**src/rtl/adder_pipe_ctrl.sv**
```systemverilog
// adder_pipe_ctrl: flow controller for a 4-stage, 8-bit-per-stage pipelined
// 32-bit adder.
// - Registers operands from a valid/ready producer.
// - Tracks one valid bit per adder stage.
// - Freezes the adder on output backpressure.
// - Flushes the adder stage by stage after reset or a flush pulse.
// Optional feature: define ADDER_PIPE_CTRL_PERF_EN to add the perf_ops and
// perf_stall saturating performance counters.
module adder_pipe_ctrl #(
    parameter int STAGES = 4,
    parameter int CNT_W  = 16
) (
    input  logic              clk,
    input  logic              reset,
    input  logic              in_valid,
    output logic              in_ready,
    input  logic [31:0]       in_a,
    input  logic [31:0]       in_b,
    input  logic              flush,
    output logic [31:0]       add_a,
    output logic [31:0]       add_b,
    output logic [STAGES-1:0] add_stop,
    output logic [STAGES-1:0] add_reset,
    input  logic [31:0]       add_sum,
    input  logic              add_c,
    output logic              out_valid,
    input  logic              out_ready,
    output logic [31:0]       sum_out,
    output logic              carry_out
`ifdef ADDER_PIPE_CTRL_PERF_EN
    ,
    output logic [CNT_W-1:0]  perf_ops,
    output logic [CNT_W-1:0]  perf_stall
`endif
);

    typedef enum logic [0:0] {RUN, FLUSH} state_t;

    state_t            state, state_next;
    logic [1:0]        fcnt;
    logic [STAGES:0]   v;
    logic              blocked;
    logic [STAGES-1:0] stop_all;
    logic [STAGES-1:0] reset_first;

    // The one-hot stop/reset codes and the 2-bit flush counter only make
    // sense for exactly four stages; reject anything else at elaboration.
    if (STAGES != 4 || CNT_W < 1) begin : g_bad_cfg
        $error("adder_pipe_ctrl supports only STAGES=4 and CNT_W>=1");
    end

    // Stopping the last stage freezes the whole adder. Partial stop codes are
    // useless here because stage 4 cannot be frozen on its own.
    assign stop_all    = {1'b1, {(STAGES-1){1'b0}}};
    assign reset_first = {{(STAGES-1){1'b0}}, 1'b1};
    assign blocked     = v[STAGES] & ~out_ready;

    // The result comes straight from the adder's last stage.
    assign sum_out   = add_sum;
    assign carry_out = add_c;

    // State register. Reset parks the controller in FLUSH, so the adder is
    // cleared before the first operand is accepted.
    always_ff @(posedge clk or negedge reset) begin
        if (!reset) begin
            state <= FLUSH;
        end else begin
            state <= state_next;
        end
    end

    // Next state and adder/handshake controls.
    // - A flush request does not mask in_ready; the operand offered in that
    //   cycle is simply dropped.
    always_comb begin
        state_next = state;
        in_ready   = 1'b0;
        out_valid  = 1'b0;
        add_stop   = '0;
        add_reset  = '0;
        case (state)
            RUN: begin
                out_valid = v[STAGES];
                if (blocked) begin
                    add_stop = stop_all;
                end else begin
                    in_ready = 1'b1;
                end
                if (flush) begin
                    state_next = FLUSH;
                end
            end
            FLUSH: begin
                add_reset = reset_first << fcnt;
                if (fcnt == 2'd3) begin
                    state_next = RUN;
                end
            end
            default: state_next = FLUSH;
        endcase
    end

    // Flush counter, per-stage valid bits and operand registers.
    // - Everything holds while blocked, in step with the frozen adder.
    // - A flush has priority over both an accept and blocked.
    always_ff @(posedge clk or negedge reset) begin
        if (!reset) begin
            fcnt  <= '0;
            v     <= '0;
            add_a <= '0;
            add_b <= '0;
        end else if (state == FLUSH) begin
            fcnt <= fcnt + 2'd1;
        end else if (flush) begin
            fcnt  <= '0;
            v     <= '0;
            add_a <= '0;
            add_b <= '0;
        end else if (!blocked) begin
            v <= {v[STAGES-1:0], in_valid};
            if (in_valid) begin
                add_a <= in_a;
                add_b <= in_b;
            end
        end
    end

`ifdef ADDER_PIPE_CTRL_PERF_EN
    // Saturating counters of output transfers and of stalled RUN cycles.
    // A flush does not clear them.
    always_ff @(posedge clk or negedge reset) begin
        if (!reset) begin
            perf_ops   <= '0;
            perf_stall <= '0;
        end else begin
            if (out_valid && out_ready && perf_ops != '1) begin
                perf_ops <= perf_ops + CNT_W'(1);
            end
            if (state == RUN && blocked && perf_stall != '1) begin
                perf_stall <= perf_stall + CNT_W'(1);
            end
        end
    end
`endif

endmodule
```
**config.mk**
```make
export PLATFORM = sky130hd
export DESIGN_NAME = adder_pipe_ctrl
export DESIGN_NICKNAME = d
export VERILOG_FILES = /design/src/rtl/adder_pipe_ctrl.sv
export SDC_FILE = /design/constraint.sdc
export NUM_CORES = 1
export LEC_CHECK = 0
export CAP_MARGIN = 40
export CORE_MARGIN = 2
export CORE_UTILIZATION = 40
export DETAILED_ROUTE_END_ITERATION = 10
export PLACE_DENSITY = 0.88
export RECOVER_POWER = 50
export SLEW_MARGIN = 30
export SYNTH_ARGS = -nofsm -noshare
export SYNTH_HDL_FRONTEND = slang
export SYNTH_SLANG_ARGS = --single-unit
```
**constraint.sdc**
```tcl
create_clock -name clk -period 4.4 [get_ports clk]
set_input_delay 0.44 -clock clk [delete_from_list [all_inputs] [get_ports clk]]
set_output_delay 0.44 -clock clk [all_outputs]
set_load 0.01 [all_outputs]
```
* Word-level counts from Yosys, hierarchy flattened
Cells that the tools add are included.
** Storage, ports and cells
- Output and inout bits :: 107
- Register bits :: 72
- Memory bits (writable) :: 0
- Latch bits :: 0
- Input bits :: 102
- Bits in read-only memories :: 0
- Memories kept :: 0
- Logic and storage cells :: 35
** Operators by class
- Add/subtract/negate cells :: 1
- Shift operators :: 1
- Multiply operators :: 0
- Magnitude comparators :: 0
- Mux-type cells :: 19
- Reductions and logical operators :: 4
- Divide/modulo/power cells :: 0
- Bitwise logic cells :: 3
- Eq/ne operators :: 2
** Operator list (number)
- 2-to-1 mux 32 bit :: 6
- 2-to-1 mux 4 bit :: 3
- 2-to-1 mux 5 bit :: 2
- 2-to-1 mux 1 bit :: 5
- 2-to-1 mux 2 bit :: 2
- nonzero test 2 bit :: 2
- << shifter 1 x 2 -> 4 bit (first input constant) :: 1
- AND reduction 3 bit :: 1
- adder 2 x 1 -> 2 bit (second input constant) :: 1
- equality test 2 bit (second input constant) :: 1
- inequality test 2 bit (second input constant) :: 1
- inverter 1 bit :: 2
- one-hot mux 1 bit (2 select lines) :: 1
- AND reduction 2 bit :: 1
- bitwise AND 1 bit :: 1

* Depth between registers and ports, before layout
Gate-level depths: netlist of the first run.
- Word-level depth :: 4
- Mapped depth :: 6
- Mapped depth without buffers :: 3

* Least setup slack after synthesis of the first run
OpenSTA, ideal clock, no wires.
- Path type :: reg2out
- Start :: reg state
- End :: out add_reset[2]
- Data arrival time :: 1.264 ns
- Stages on the path, launching flop included :: 5
- Path slack :: 2.696 ns
- Required time :: 3.960 ns
- Path buffers :: 3
- Path through :: dfstp_2 buf_2 buf_2 clkbuf_1 and2_1
** On the way
- Cells in the longest elaborated chain, start to end :: 1
** Ends and longest elaborated chain
- from (decl) :: line 39 : state_t state, state_next;
- from (signal assigned) :: line 68 : state <= state_next;
- 2-to-1 mux 4 bit :: line 81 : case (state)
- to (decl) :: line 23 : output logic [STAGES-1:0] add_reset,
No other way between the ends.

* Worst setup path after layout of the first run
- Start :: in flush
- End :: reg add_a[3]
** On the way
- Cells in the longest elaborated chain, start to end :: 2
- Elaborated cells between the ends (all ways) :: 4
- Classes of those cells :: eq/ne: 1; mux: 1; reduce/logical: 2
** Ends and longest elaborated chain
- from (decl) :: line 19 : input logic flush,
- inequality test 2 bit (no line) / nonzero test 2 bit (equally long branches)
- AND reduction 3 bit (no line)
- to (signal assigned) :: line 122 : add_a <= in_a;
- to (decl) :: line 20 : output logic [31:0] add_a,
Several ways; a longest one is shown, not always the timed one.
A chain may end at the register's enable or synchronous reset.

==> results by group, run 1 <==
Min path
  • Hold Crit Class: reg2reg
  • Worst hold path depth: 2

STA
  • TNS Setup: 0 ns
  • Period utilization: 0.667
  • Slew Limit Headroom: -0.535
  • Max Slew Vio Count: 68
  • Count of final hold-check violations: 0
  • Final setup violation count: 0
  • Post-route minimum period: 2.93 ns
  • RSZ-0062 raised after global routing: no
  • Worst-Margin Slew: 2.30 ns
  • FMAX: 0.341 GHz
  • Clk_skew: ~0.011 ns

Run
  • Max-cap violation count: 2

Route
  • DRT antenna net count: 0
  • Total wire length: 11.9 mm
  • Routed via count: between 3000 and 4000
  • Vias per std cell: 5.59
  • DRC Markers: 0
  • Iter 0 DRT Violations: 317
  • DRT Pass-1 Iters: 4
  • DR WL/cell: 17.7 µm

Setup path
  • Crit path DAT: between 3 and 4 ns
  • Crit path from: flush
  • Worst Path Required: 4.52 ns
  • Cells on worst reg2reg path: 4
  • R2R setup slack: roughly 2.5 ns
  • R2R Path End: add_a[0]
  • CP Launch Type: primary input
  • Maximum fanout along the worst path: 35
  • CP endpoint kind: flip-flop
  • Critical Setup Path Class: in2reg
  • Reg2reg start: state
  • CP Capture Point: add_a[3]

Global route
  • Met2 Use GR: 0.350
  • GRT busiest layer: met2
  • Total global-route track usage: 0.199
  • Number of global-route vias before repair: roughly 3900
  • Met3 Use GR: 0.0480
  • Global-route wire length before repair: 18.8 mm
  • Largest net degree at the start of global routing: 72
  • Global route overflow: 0
  • Initial antenna violation count: 0
  • Met1 Resource Use GR: 0.242

Finish
  • Util after Layout: 0.537
  • Sequential Area: between 1500 and 2000 µm²
  • Share of layout cells above drive strength 1: 0.163
  • Number of antenna diodes: 0
  • Area Overhead vs Synth: 30.8%
  • Fin cells: 675
  • Area of the multi-input gates: 1920 µm²
  • Nets@finish: 636
  • # fillers: 977
  • Most frequent cells in the layout: clkdlybuf4s50_1, dfrtp_1, nand2_1, inv_1, nand4_1
  • Commonest non-fill, non-tap cell in the layout: clkdlybuf4s50_1

Clock tree
  • CTS tree: built
  • # hold bufs at CTS: 0
  • CTS max path bufs: 2
  • CTS Sinks: roughly 70
  • Post-CTS sizing: 0
  • CTS Buf Count: 9
  • Root Driver: clkbuf_8
  • Worst-Skew Late Latency: ~0.34 ns
  • H-tree depth: 3
  • Worst-path clk slew: 0.08 ns
  • Postcts setup bufs: 0

Placement
  • PortBufs: around 140
  • RePlAce Congestion: 0.707
  • Final HPWL DP: 7.93 mm
  • Placed cells: 658

Logic synthesis
  • Synth Instances: between 400 and 500
  • Post-synth top area share: 0.398
  • Most area-hungry cell type in the Yosys netlist: dfrtp_1
  • Yosys reg bits: between 70 and 80
  • Synth Warn #: 0
  • Ranking of synthesized cells by area: dfrtp_1, o311ai_2, nand4_1
  • Register area share after synthesis: 0.403
  • Avg Inst Size Synth: 9.89 µm²
  • Count of cell types in the netlist: 27
  • Area of the mapped netlist: around 4500 µm²

Floorplan
  • Die area: 12000 µm²
  • Core Box Area: 10900 µm²
  • Cell Rows: 38
  • Initial core utilization: 0.410
  • Die Span Y: 110 µm
  • Top-Level Pins: approximately 210
  • Die width: 110 µm

Pwr
  • Overall power: 3.96 mW
  • Worst IR Drop VDD: 0.295 mV
  • Power per Cell Area: 678 nW/µm²
  • Pleak: 2.49 nW

Outcome
  • Status: complete, but fails checks
  • Failing checks: capacitance limit, slew limit
[metal layers]
layer	vias to the layer above	wire length, µm
met5	-	0
met4	0	178
met3	23	769
met2	155	6030
met1	1887	4950
li1	1711	-
[worst min path at each step]
stage | slack, ns | start | end
2_1_floorplan | 0.14 | reset | add_a[0]
3_3_place_gp | 0.49 | v[0] | v[0]
3_5_place_dp | 0.41 | reset | add_b[16]
4_1_cts | 0.03 | reset | add_b[15]
5_1_grt | 0.54 | v[0] | v[0]
6_report | 0.53 | v[0] | v[0]
[power by group]
| part | internal (mW) | leakage [nW] | switching [mW] |
|---|---|---|---|
| combinational | 1.10 | 1.57 | 0.983 |
| sequential | 1.00 | 0.814 | 0.305 |
| clock | 0.318 | 0.110 | 0.253 |
[registers in the layout, summed over array words and instances, names as in the netlist]
name	cells
state	1
add_b	32
fcnt	2
v	5
add_a	32
[final cells by class]
cell class	instances	area share
Inverter	68	0.0441
Multi-Input combinational cell	233	0.328
Timing Repair Buffer	146	0.254
Clock buffer	10	0.0218
Tap cell	140	0.0300
Sequential cell	72	0.308
Clock inverter	6	0.0143
[cells by family after synthesis]
| group | after synthesis | share of synthesized area |
|---|---|---|
| and+or+nand+nor | 155 | 0.176 |
| buffers and inverters | 149 | 0.171 |
| DFF | 72 | 0.403 |
| AOI/OAI and AO/OA | 69 | 0.233 |
| adders and majority gates | 4 | 0.0112 |
| muxes | 2 | 0.00448 |
| other | 1 | 0.000839 |
[critical path, cell delays in order]
cell and delay [ns]:
buf_4 0.45, clkbuf_1 1.70, o311ai_0 0.41
[synth_stat cells (all sizes together)]
master and n:
conb 1, nand2 70, o21ai 3, inv 68, a22o 1, nor2b 4, clkbuf 19, buf 62
ha 4, a21oi 1, and2 5, dfstp 1, nand3 6, nand4 67, mux2i 2, nand2b 1
o311ai 64, nor2 2, dfrtp 71
[through the flow]
| stage | worst slack [ns] | area (µm²) | hold slack (ns) |
|---|---|---|---|
| detailed placement | 2.05 | 5620 | 0.406 |
| global placement | 2.02 | 5570 | 0.495 |
| floorplan | 2.70 | 4480 | 0.144 |
| global route | 1.19 | 5850 | 0.543 |
| finish | 1.47 | 5850 | 0.526 |
| CTS | 1.67 | 5830 | 0.0251 |
Power figures use the tool's default switching activity.
==> run 2: changes to the inputs <==
clock period = 2.93 ns   (was 4.4 ns; I/O delays follow)
==> results by group, run 2 (same netlist as run 1, synthesis figures left out) <==
Clock tree
  • Worst-path clk slew: 0.08 ns (about the same)
  • Root Driver: clkbuf_8
  • H-tree depth: 3 (unchanged)
  • Postcts setup bufs: 0 (unchanged)
  • CTS Sinks: 72 (unchanged)
  • Post-CTS sizing: 0 (unchanged)
  • CTS max path bufs: 2 (unchanged)
  • Worst-Skew Late Latency: 0.34 ns (about the same)
  • CTS tree: built
  • CTS Buf Count: 9 (unchanged)

Global route
  • Total global-route track usage: 0.198 (-0.00148)
  • Initial antenna violation count: 0 (unchanged)
  • Global route overflow: 0 (unchanged)
  • Global-route wire length before repair: 18.6 mm (-1.1%)
  • Number of global-route vias before repair: 3712 (-3.7%)
  • Largest net degree at the start of global routing: 69 (-4.2%)

Route
  • DRC Markers: 0 (unchanged)
  • Vias per std cell: 5.68 (+1.6%)
  • Routed via count: 3853 (+2.0%)
  • DR WL/cell: 17.8 µm (+0.95%)
  • DRT antenna net count: 0 (unchanged)
  • DRT Pass-1 Iters: 5 (+1)
  • Iter 0 DRT Violations: 324 (+2.2%)
  • Total wire length: 12.1 mm (+1.4%)

Setup path
  • R2R Path End: fcnt[1]
  • Critical Setup Path Class: reg2reg
  • R2R setup slack: 0.60 ns (-1.87 ns)
  • CP Buf/Inv Count: 1 (-1)
  • Crit path DAT: 2.56 ns (-0.49 ns)
  • CP Launch Type: flip-flop
  • Delay-heaviest family, CP: buffers and inverters
  • Worst Path Required: 3.16 ns (-1.36 ns)
  • CP endpoint kind: flip-flop
  • Maximum fanout along the worst path: 32 (-8.6%)
  • Crit path largest cell delay: 1.06 ns (-0.64 ns)
  • Slowest stage cell, crit path: clkbuf_1
  • Reg2reg start: state
  • Critical path, cell by cell: clkbuf_1 > nor2_1 > a22o_1
  • Cells on worst reg2reg path: 3 (-1)

Placement
  • Final HPWL DP: 8.36 mm (+5.4%)
  • RePlAce Congestion: 0.696 (-1.5%)
  • Placed instance area: 5630 µm² (+0.22%)
  • PortBufs: 139 (unchanged)

Floorplan
  • Top-Level Pins: 209 (unchanged)
  • Initial core utilization: 0.410 (unchanged)
  • Die Span Y: 110 µm (unchanged)
  • Core Box Area: 10900 µm² (unchanged)
  • Die width: 110 µm (unchanged)
  • Die area: 12000 µm² (unchanged)
  • Cell Rows: 38 (unchanged)

STA
  • RSZ-0062 raised after global routing: no
  • Worst-Margin Slew: 1.41 ns (-0.896 ns)
  • Worst hold slack: 0.432 ns (-0.0937 ns)
  • Final setup violation count: 0 (unchanged)
  • Period utilization: 0.796
  • FMAX: 0.429 GHz
  • Max Slew Vio Count: 0 (-100%)
  • Count of final hold-check violations: 0 (unchanged)
  • Post-route minimum period: 2.33 ns
  • Slew Limit Headroom: 0.0621 (+0.598)
  • TNS Setup: 0 ns (unchanged)
  • Clk_skew: 0.00560 ns (-0.00500 ns)

Min path
  • Hold Crit Class: in2async

Finish
  • Top flop regs: add_a x32, add_b x32, v x5
  • # fillers: 943 (-3.5%)
  • Share of layout cells above drive strength 1: 0.164 (+0.000952)
  • Util after Layout: 0.534 (-0.00264)
  • Finished layout cell area: 5820 µm² (-0.49%)
  • Commonest non-fill, non-tap cell in the layout: clkdlybuf4s50_1
  • Most frequent cells in the layout: clkdlybuf4s50_1, dfrtp_1, nand2_1, inv_1, nand4_1
  • Number of antenna diodes: 0 (unchanged)
  • Nets@finish: 639 (+0.47%)
  • Area Overhead vs Synth: 30.2%

Outcome
  • Status: finished, final reports clean

Pwr
  • Worst IR Drop VDD: 0.525 mV (+78%)
  • Power per Cell Area: 1010 nW/µm² (+49%)
  • Pleak: 2.49 nW (-0.22%)

Run
  • Max-cap violation count: 0 (-2)
[run 2: cell count changes in the layout (fill, tap and decap cells not counted), sizes merged]
cell	previous run	this run
clkbuf	12	15
dlygate4sd3	15	18
buf	7	9
clkdlybuf4s50	122	120
clkinv	4	2
bufinv	2	1
[run 2: per-layer routing]
metal  vias up  track usage  wire (µm)
met5         -            0          0
met3        22       0.0480        977
li1       1715            -          -
met4         0       0.0642        174
met2       211        0.340       6090
met1      1905        0.244       4860
[run 2: per-stage QoR]
| step | worst slack, ns | power (mW) | cells |
|---|---|---|---|
| 2_1_floorplan | 1.37 | 3.77 | 454 |
| 3_3_place_gp | 0.892 | 4.98 | 660 |
| 3_5_place_dp | 0.867 | 5.15 | 661 |
| 4_1_cts | 0.852 | 5.98 | 678 |
| 5_1_grt | 0.434 | 6.29 | 678 |
| 6_report | 0.597 | 5.88 | 678 |
[run 2: where the power goes]
group	switching [mW]	leakage (nW)	internal [mW]	total, mW
Clock	0.362	0.103	0.438	0.800
Sequential	0.460	0.814	1.50	1.96
Combinational	1.49	1.57	1.63	3.12
[run 2: worst max path at each step]
stage	startpoint	to	slack, ns	depth (start not counted)
finish	state	fcnt[1]	0.60	3
global route	state	fcnt[1]	0.43	3
CTS	state	add_stop[3]	0.85	3
detailed placement	out_ready	add_a[28]	0.87	5
global placement	out_ready	add_a[29]	0.89	5
floorplan	state	add_reset[2]	1.37	4
[run 2: what timing repair did]
action	in CTS	in global routing
hold endpoints to repair	34	0
hold buffers	1	0
setup endpoints to repair	0	0
[run 2: layout make-up]
cell class | count | area, µm² | share of cell area
Clock inverter | 3 | 40.0 | 0.00688
Tap cell | 140 | 175 | 0.0301
Sequential cell | 72 | 1800 | 0.310
Clock buffer | 13 | 159 | 0.0273
Timing Repair Buffer | 149 | 1470 | 0.253
Multi-Input combinational cell | 233 | 1920 | 0.329
Inverter | 68 | 255 | 0.0439
